[src/rtl/cpu_pkg.sv]
// Shared definitions for the 8-bit CPU control path: opcodes, control-word
// bit positions, the idle control word and the sequencer FSM encodings.
package cpu_pkg;

  // Opcodes as they appear in the upper nibble of the instruction register
  localparam logic [3:0] OP_NOP = 4'h0;
  localparam logic [3:0] OP_LDA = 4'h1;
  localparam logic [3:0] OP_ADD = 4'h2;
  localparam logic [3:0] OP_SUB = 4'h3;
  localparam logic [3:0] OP_STA = 4'h4;
  localparam logic [3:0] OP_LDI = 4'h5;
  localparam logic [3:0] OP_JMP = 4'h6;
  localparam logic [3:0] OP_JC  = 4'h7;
  localparam logic [3:0] OP_JZ  = 4'h8;
  localparam logic [3:0] OP_OUT = 4'hE;
  localparam logic [3:0] OP_HLT = 4'hF;

  // Control word bit positions: {Cp,Ep,Lp,nLma,nLmd,nCE,nLr,nLi,nEi,nLa,Ea,sub,Eu,nLb,nLo}
  localparam int CTRL_CP   = 14;
  localparam int CTRL_EP   = 13;
  localparam int CTRL_LP   = 12;
  localparam int CTRL_NLMA = 11;
  localparam int CTRL_NLMD = 10;
  localparam int CTRL_NCE  = 9;
  localparam int CTRL_NLR  = 8;
  localparam int CTRL_NLI  = 7;
  localparam int CTRL_NEI  = 6;
  localparam int CTRL_NLA  = 5;
  localparam int CTRL_EA   = 4;
  localparam int CTRL_SUB  = 3;
  localparam int CTRL_EU   = 2;
  localparam int CTRL_NLB  = 1;
  localparam int CTRL_NLO  = 0;

  // Every active-low strobe deasserted (high), every active-high strobe low
  localparam logic [14:0] CTRL_IDLE = 15'h0FE3;

  // Sequencer FSM encodings
  localparam logic [1:0] ST_RST  = 2'd0;
  localparam logic [1:0] ST_RUN  = 2'd1;
  localparam logic [1:0] ST_HALT = 2'd2;

endpackage

[src/rtl/microcode_rom.sv]
// Combinational microcode table: maps {opcode, T-state, CF, ZF} to the raw
// control word and a flag marking the final microstep of the instruction.
module microcode_rom
  import cpu_pkg::*;
#(
  parameter int OPCODE_W     = 4,
  parameter int CTRL_W       = 15,
  parameter int T_STATES     = 6,
  parameter int FETCH_STATES = 3,
  localparam int TW          = $clog2(T_STATES)
) (
  input  logic [OPCODE_W-1:0] opcode,
  input  logic [TW-1:0]       tstate,
  input  logic                cf,
  input  logic                zf,
  output logic [CTRL_W-1:0]   ctrl_raw,
  output logic                last
);

  logic [TW-1:0] step;

  // Execute-phase step index, counted from the first step after fetch
  assign step = tstate - TW'(FETCH_STATES);

  // Table lookup; undefined execute steps fall back to idle and terminate
  always_comb begin
    ctrl_raw = CTRL_W'(CTRL_IDLE);
    last     = 1'b0;
    if (tstate < TW'(FETCH_STATES)) begin
      if (tstate == TW'(0)) begin
        ctrl_raw[CTRL_EP]   = 1'b1;
        ctrl_raw[CTRL_NLMA] = 1'b0;
      end else if (tstate == TW'(1)) begin
        ctrl_raw[CTRL_CP]   = 1'b1;
      end else begin
        ctrl_raw[CTRL_NCE]  = 1'b0;
        ctrl_raw[CTRL_NLI]  = 1'b0;
      end
    end else begin
      last = 1'b1;
      case (opcode)
        OPCODE_W'(OP_LDA): begin
          if (step == TW'(0)) begin
            ctrl_raw[CTRL_NEI]  = 1'b0;
            ctrl_raw[CTRL_NLMA] = 1'b0;
            last                = 1'b0;
          end else if (step == TW'(1)) begin
            ctrl_raw[CTRL_NCE]  = 1'b0;
            ctrl_raw[CTRL_NLA]  = 1'b0;
          end
        end
        OPCODE_W'(OP_ADD), OPCODE_W'(OP_SUB): begin
          if (step == TW'(0)) begin
            ctrl_raw[CTRL_NEI]  = 1'b0;
            ctrl_raw[CTRL_NLMA] = 1'b0;
            last                = 1'b0;
          end else if (step == TW'(1)) begin
            ctrl_raw[CTRL_NCE]  = 1'b0;
            ctrl_raw[CTRL_NLB]  = 1'b0;
            last                = 1'b0;
          end else if (step == TW'(2)) begin
            ctrl_raw[CTRL_EU]   = 1'b1;
            ctrl_raw[CTRL_NLA]  = 1'b0;
            ctrl_raw[CTRL_SUB]  = (opcode == OPCODE_W'(OP_SUB));
          end
        end
        OPCODE_W'(OP_STA): begin
          if (step == TW'(0)) begin
            ctrl_raw[CTRL_NEI]  = 1'b0;
            ctrl_raw[CTRL_NLMA] = 1'b0;
            last                = 1'b0;
          end else if (step == TW'(1)) begin
            ctrl_raw[CTRL_EA]   = 1'b1;
            ctrl_raw[CTRL_NLMD] = 1'b0;
            last                = 1'b0;
          end else if (step == TW'(2)) begin
            ctrl_raw[CTRL_NLR]  = 1'b0;
          end
        end
        OPCODE_W'(OP_LDI): begin
          if (step == TW'(0)) begin
            ctrl_raw[CTRL_NEI]  = 1'b0;
            ctrl_raw[CTRL_NLA]  = 1'b0;
          end
        end
        OPCODE_W'(OP_JMP): begin
          if (step == TW'(0)) begin
            ctrl_raw[CTRL_NEI]  = 1'b0;
            ctrl_raw[CTRL_LP]   = 1'b1;
          end
        end
        OPCODE_W'(OP_JC), OPCODE_W'(OP_JZ): begin
          // Jump taken only when the selected flag is set; otherwise idle
          if (step == TW'(0) &&
              ((opcode == OPCODE_W'(OP_JC)) ? cf : zf)) begin
            ctrl_raw[CTRL_NEI]  = 1'b0;
            ctrl_raw[CTRL_LP]   = 1'b1;
          end
        end
        OPCODE_W'(OP_OUT): begin
          if (step == TW'(0)) begin
            ctrl_raw[CTRL_EA]   = 1'b1;
            ctrl_raw[CTRL_NLO]  = 1'b0;
          end
        end
        default: ;
      endcase
    end
  end

endmodule

[src/rtl/microcode_sequencer.sv]
// Microcode sequencer for the 8-bit CPU: owns the RST/RUN/HALT FSM and the
// T-state counter, masks the ROM output while stalled or idle, and reports
// instruction completion and halt.
module microcode_sequencer
  import cpu_pkg::*;
#(
  parameter int OPCODE_W     = 4,
  parameter int CTRL_W       = 15,
  parameter int T_STATES     = 6,
  parameter int FETCH_STATES = 3,
  localparam int TW          = $clog2(T_STATES)
) (
  input  logic                clk,
  input  logic                rst_n,
  input  logic                ena,
  input  logic [OPCODE_W-1:0] opcode,
  input  logic                cf,
  input  logic                zf,
  output logic [CTRL_W-1:0]   ctrl,
  output logic [TW-1:0]       tstate,
  output logic                instr_done,
  output logic                halted
);

  if (T_STATES < FETCH_STATES + 3) begin : g_tstates_too_small
    $error("microcode_sequencer: T_STATES must be >= FETCH_STATES+3");
  end

  logic [1:0]        state_q, state_d;
  logic [TW-1:0]     tstate_q, tstate_d;
  logic [CTRL_W-1:0] ctrl_raw;
  logic              last;
  logic              exec_hlt;

  microcode_rom #(
    .OPCODE_W     (OPCODE_W),
    .CTRL_W       (CTRL_W),
    .T_STATES     (T_STATES),
    .FETCH_STATES (FETCH_STATES)
  ) u_rom (
    .opcode   (opcode),
    .tstate   (tstate_q),
    .cf       (cf),
    .zf       (zf),
    .ctrl_raw (ctrl_raw),
    .last     (last)
  );

  // The IR only holds a valid opcode once fetch is over
  assign exec_hlt = (opcode == OPCODE_W'(OP_HLT)) && (tstate_q >= TW'(FETCH_STATES));

  // FSM/counter next state plus output masking for stall, reset and halt
  always_comb begin
    state_d    = state_q;
    tstate_d   = tstate_q;
    ctrl       = CTRL_W'(CTRL_IDLE);
    instr_done = 1'b0;
    case (state_q)
      ST_RST: begin
        state_d  = ST_RUN;
        tstate_d = '0;
      end
      ST_RUN: begin
        if (ena) begin
          ctrl = ctrl_raw;
          // Hard wrap at the last T-state covers a ROM entry with no last bit
          if (last || tstate_q == TW'(T_STATES - 1)) begin
            tstate_d   = '0;
            instr_done = 1'b1;
            if (exec_hlt) state_d = ST_HALT;
          end else begin
            tstate_d = tstate_q + TW'(1);
          end
        end
      end
      ST_HALT: tstate_d = '0;
      default: begin
        state_d  = ST_RST;
        tstate_d = '0;
      end
    endcase
  end

  // State and T-state registers
  always_ff @(posedge clk or negedge rst_n) begin
    if (!rst_n) begin
      state_q  <= ST_RST;
      tstate_q <= '0;
    end else begin
      state_q  <= state_d;
      tstate_q <= tstate_d;
    end
  end

  assign tstate = tstate_q;
  assign halted = (state_q == ST_HALT);

endmodule

[config.mk]
export PLATFORM = sky130hd
export DESIGN_NAME = microcode_sequencer
export DESIGN_NICKNAME = d
export VERILOG_FILES = /design/src/rtl/cpu_pkg.sv /design/src/rtl/microcode_rom.sv /design/src/rtl/microcode_sequencer.sv
export SDC_FILE = /design/constraint.sdc
export NUM_CORES = 1
export LEC_CHECK = 0
export CORE_UTILIZATION = 23
export CTS_CLUSTER_SIZE = 24
export DETAILED_ROUTE_END_ITERATION = 7
export HOLD_SLACK_MARGIN = 0.15
export SETUP_SLACK_MARGIN = 0.4
export SLEW_MARGIN = 25
export SYNTH_ARGS = -nofsm -noshare
export SYNTH_HDL_FRONTEND = slang
export SYNTH_SLANG_ARGS = --single-unit
export TNS_END_PERCENT = 1
[constraint.sdc]
create_clock -name clk -period 2.99 [get_ports clk]
set_input_delay 0.299 -clock clk [delete_from_list [all_inputs] [get_ports clk]]
set_output_delay 0.299 -clock clk [all_outputs]
set_load 0.005 [all_outputs]
==> Word level (Yosys, flattened, before mapping) <==
Index checks and enable logic that the tools add are counted.
{ "word_totals": {"reg_bits": 5, "input_bits": 9} }
{ "op_classes": {"n_reduce_logical": 13, "muxes": 54, "bitwise": 1, "n_eq_ne": 19, "n_lt_le_gt_ge": 2, "addsub": 2} }
{ "op_table": {"columns": ["operator", "n"], "rows": [
  ["$mux W1", 33],
  ["$mux W15", 2],
  ["$eq A4 B3 Y1 const B", 4],
  ["$mux W3", 5],
  ["$mux W2", 7],
  ["$eq A4 B4 Y1 const B", 3],
  ["$eq A4 B2 Y1 const B", 2],
  ["$mux W7", 1],
  ["$eq A3 B1 Y1 const B", 2],
  ["$logic_not A3 Y1", 2],
  ["$ne A2 B2 Y1 const B", 3],
  ["$pmux W1 S2", 3],
  ["$pmux W1 S3", 2],
  ["$pmux W2 S3", 1],
  ["$reduce_or A3 Y1", 2],
  ["$reduce_or A5 Y1", 1],
  ["$eq A4 B1 Y1 const B", 1],
  ["$reduce_and A4 Y1", 1],
  ["$reduce_or A2 Y1", 2],
  ["$reduce_or A4 Y1", 1],
  ["$add A3 B1 Y3 const B", 1],
  ["$eq A3 B2 Y1 const B", 1],
  ["$eq A3 B3 Y1 const B", 1],
  ["$ge A3 B2 Y1 const B", 1],
  ["other kinds (8)", 9]
]} }

==> Depth between registers and ports, before layout <==
{ "logic_depth": {"ltp_word": 10, "mapped_depth": 6, "depth_no_buf": 6} }

==> By module <==
Synthesis repeated with hierarchy kept, for this count alone.
{ "hier_totals": {"hier_cells": 104, "area_unflattened_um2": 749.5} }
{ "modules_own_cells": {"columns": ["module", "cells_per_inst", "n_inst", "area_per_inst_um2"], "rows": [
  ["microcode_sequencer", 47, 1, 400.4],
  ["microcode_rom", 57, 1, 349.1]
]} }

==> Least setup slack after synthesis <==
No wires, ideal clock.
{ "synth_path": {"kind": "register to output", "from": "register tstate_q[0] (netlist: tstate[0])", "to": "output port ctrl[4]", "n_path_buf": 0, "path_stages_with_launch": 7, "t_arrival_ns": 1.899, "path_slack_ns": 0.792, "required_ns": 2.691, "cell_sequence": "dfrtp_1 -> ha_1 -> ha_1 -> or3b_4 -> nor4_4 -> nand2b_1 -> a211oi_2"} }
{ "synth_between": {"elab_chain_len": 8, "elab_cells_between_ends": 11, "cone_classes": "1 x add/sub; 1 x order compare; 1 x eq/ne; 7 x mux; 1 x reduce/logical"} }
{ "synth_rtl": {"columns": ["element", "line", "text"], "rows": [
  ["start, declared", "microcode_sequencer.sv:30", "logic [TW-1:0] tstate_q, tstate_d;"],
  ["start signal, assigned", "microcode_sequencer.sv:91", "tstate_q <= tstate_d;"],
  ["$sub A3 B2 Y3", "microcode_rom.sv:23", "assign step = tstate - TW'(FETCH_STATES);"],
  ["$eq A3 B1 Y1", "microcode_rom.sv:72", "end else if (step == TW'(1)) begin"],
  ["$mux W1", "microcode_rom.sv:72", null],
  ["$mux W1", "microcode_rom.sv:68", "if (step == TW'(0)) begin"],
  ["$pmux W1 S2", "microcode_rom.sv:41", "case (opcode)"],
  ["$mux W7 (*)", "microcode_rom.sv:29", "if (tstate < TW'(FETCH_STATES)) begin"],
  ["$mux W15 (*)", "microcode_sequencer.sv:64", "if (ena) begin"],
  ["$mux W15 (*)", "microcode_sequencer.sv:58", "case (state_q)"],
  ["end, declared", "microcode_sequencer.sv:19", "output logic [CTRL_W-1:0] ctrl,"]
]} }
Mark *: on every way between the ends. The rest lies on a longest branch, timed or not.

==> Worst setup path after layout <==
{ "layout_path": {"from": "register tstate_q[1] (netlist: tstate[1])", "to": "output port ctrl[9]"} }
{ "layout_between": {"elab_chain_len": 8, "elab_cells_between_ends": 14, "cone_classes": "1 x add/sub; 1 x order compare; 2 x eq/ne; 8 x mux; 2 x reduce/logical"} }
{ "layout_rtl": {"columns": ["element", "line", "text"], "rows": [
  ["$sub A3 B2 Y3", "microcode_rom.sv:23", null],
  ["$eq A3 B1 Y1", "microcode_rom.sv:47, microcode_rom.sv:57", null],
  ["$mux W1", "microcode_rom.sv:47, microcode_rom.sv:57", null],
  ["$mux W1", "microcode_rom.sv:43", "if (step == TW'(0)) begin"],
  ["$mux W1", null, null],
  ["$mux W1 (*)", "microcode_rom.sv:29", null],
  ["$mux W15 (*)", "microcode_sequencer.sv:64", null],
  ["$mux W15 (*)", "microcode_sequencer.sv:58", null]
]} }
Marks and branches as above.

==> results.toml <==
[floorplanning]
core_um2 = 3050
die_area_um2 = 3460
die_w_um = 58.8
fp.dieH_um = 58.8
initial_utilization_pct = 24.3
std_cell_rows = 20
ios = 29

[worst_hold_path]
hold_class = "primary input to asynchronous set/reset pin"

[worst_setup_path]
cp_data_arrival_time_ns = 2.43
slowest_stage = "clkdlybuf4s50_1"
startpoint_type = "flop"
rrSetupSlack_ns = 1.14
worst-path-buf-inv = 2
cp_slowest_stage_delay_ns = 0.45
crit_family = "simple AND/OR/NAND/NOR gates"
r2r-start = "tstate[1]$_DFFE_PN0N_"
cp-end-kind = "output pin"
crit_fanout = 6
rr_worst_depth = 6
r2r-end = "tstate[0]$_DFFE_PN0N_"
crit_type = "flop to output pin"
crit_required_ns = 2.69
worstPathCellList = "ha_1, ha_4, or3b_4, nor4_4, buf_4, a21boi_0, clkdlybuf4s50_1"

[final_layout]
fillCellCount = 333
antennaDiodeCount = 0
final_common_cell = "clkdlybuf4s50_1"
syn2layout_area_growth_pct = 54.0
drive_gt1_share_pct = 16.4
layout_common_cells = "clkdlybuf4s50_1 (26), nor2_1 (9), nand3_1 (7), buf_4 (7)"
final_nets = 144

[placement]
pre_cts_slack_ns = 0.266
dp_hpwl_um = 1650
port_buffers = 28
gp_congestion = 0.736

[routing]
wirelength_um = 1990
vias = 789
post_drt_via_cell_ratio = 4.59
detail-route-antenna-nets = 0
wl_per_cell_um = 11.6
drcViolationCount = 0
first_pass_iters = 4
drt_iter0_drc = 19

[timing]
hold_viol_final = 0
setup_tns_ns = 0
worst_pin_slew_ns = 0.398
finalSetupViolCount = 0
slew_viol_final = 0
layout_setup_ws_ns = 0.265
skew_ns = 0.000790
min_period_ns = 2.72
max_freq_ghz = 0.367
fin_crit_sh_pct = 91.1
rsz0062_at_grt = "yes"
maxSlewHeadroom_pct = 73.4

[synth]
synth.distinct_cells = 38
syn-cell-area_um2 = 743
synth_cells = 94
synth_top_area_share_pct = 16.8
yosys-top-cells-area = "dfrtp_1 (17%), ha_1 (10%), nand3_1 (4.7%)"
synth.avg_cell_area_um2 = 7.91
synth_warnings = 0
syn_nets = 109
yosysTopAreaCell = "dfrtp_1"
yosysSeqAreaShare_pct = 16.8
ys_ff_latch = 5

[clock_tree]
clock_sinks = 5
cts_made_buffers = 3
clk_latency_ns = 0.23
tritoncts = "yes"
path_clk_slew_ns = 0.04
clockBufferDepth = 2
htreeDepth = 1
cts_root_buf = "clkbuf_4"

[global_routing]
grt_max_degree = 12
grt_pass1_vias = 761
antenna_found_initial = 0
grt_pass1_wl_um = 3420
track_usage_pct = 12.6
grt_overflow = 0

[job]
drv_cap = 0

[power]
peakVddDrop_mv = 0.430
p_per_area_nw_per_um2 = 584
p_leak_nw = 0.445

[outcome]
status = "completed"
-- logic make-up (layout without fill, tap and decap cells) --
logic type / Yosys count / after routing / share of synthesized area, %
multiplexers: 1 / 1 / 1.35
AND/OR/NAND/NOR: 51 / 51 / 42.8
AO/OA/AOI/OAI: 20 / 20 / 21.4
flip-flops: 5 / 5 / 16.8
buffers and inverters: 11 / 45 / 7.58
adder cells (fa/ha/maj): 6 / 6 / 10.1
-- report_power, final --
group	leakage [nW]	switching, mW	internal, mW
Combinational	0.371	0.239	0.250
Sequential	0.0589	0.0160	0.0880
Clock	0.0150	0.0245	0.0502
-- layout make-up --
class	count	area, um2	area share (%)
clock buffers	4	26.3	2.30
well taps	44	55.1	4.81
multi-input cells	78	581	50.7
repair buffers	35	334	29.2
inverters	6	22.5	1.97
flip-flops and latches	5	126	11.0
-- through the flow --
step / hold slack (ns) / std cells / utilization [%] / instance area, um2 / power, mW
6_report: 0.275 / 172 / 37.5 / 1140 / 0.668
5_1_grt: 0.277 / 172 / 37.5 / 1140 / 0.735
4_1_cts: 0.273 / 172 / 37.2 / 1140 / 0.672
3_5_place_dp: 0.484 / 165 / 35.2 / 1070 / 0.556
3_3_place_gp: 0.474 / 165 / 35.2 / 1070 / 0.549
2_1_floorplan: 0.00341 / 94 / - / 743 / 0.374
-- cells in the mapped netlist --
master / number
nand2_1: 6
a221oi_2: 1
buf_6: 1
inv_1: 6
ha_1: 6
nor3_1: 3
o21ai_1: 1
o21a_1: 1
nor2_1: 9
and3_1: 1
o211ai_1: 1
a311oi_1: 1
nand2b_1: 4
nor4b_1: 1
buf_2: 3
a31oi_1: 1
buf_4: 1
nand3b_4: 1
a41o_1: 1
a211o_1: 1
a21oi_4: 1
o21ai_0: 2
mux2i_1: 1
or2b_1: 2
a21boi_0: 1
dfrtp_1: 5
nor3_2: 2
a211oi_2: 1
nor3b_1: 2
nor4_4: 1
a21oi_1: 5
o41ai_1: 1
o211a_1: 1
nand3_1: 7
or3b_4: 1
nor2b_1: 4
and2_1: 4
nand4_1: 3
-- sequential cells by signal, indices dropped and copies added, names as in the netlist --
name / cells
state_q: 2
tstate: 3
-- worst max path at each step --
stage	startpoint	end	slack, ns	cells past startpoint
6_report	tstate[1]$_DFFE_PN0N_	ctrl[9]	0.27	7
5_1_grt	tstate[1]$_DFFE_PN0N_	ctrl[9]	0.17	7
4_1_cts	tstate[1]$_DFFE_PN0N_	ctrl[3]	0.24	6
3_5_place_dp	tstate[1]$_DFFE_PN0N_	ctrl[4]	0.27	7
3_3_place_gp	tstate[1]$_DFFE_PN0N_	ctrl[4]	0.31	7
2_1_floorplan	tstate[0]$_DFFE_PN0N_	ctrl[4]	0.79	6
-- metal layers --
metal | share of wire [%] | global-route usage (%)
met1 | 44 | 16.0
met2 | 50 | 21.4
met3 | 6.5 | 2.20
met4 | 0 | 4.08
met5 | 0 | 0
-- repair_timing --
| item | 4_1_cts | 5_1_grt |
|---|---|---|
| buffers inserted | 3 | 0 |
| gates cloned | 0 | 0 |
| gates resized for setup | 3 | 2 |
| hold buffers | 0 | 0 |
| endpoints found under the setup margin | 13 | 12 |
| pin swaps | 1 | 0 |
(Power assumes the default switching activity.)
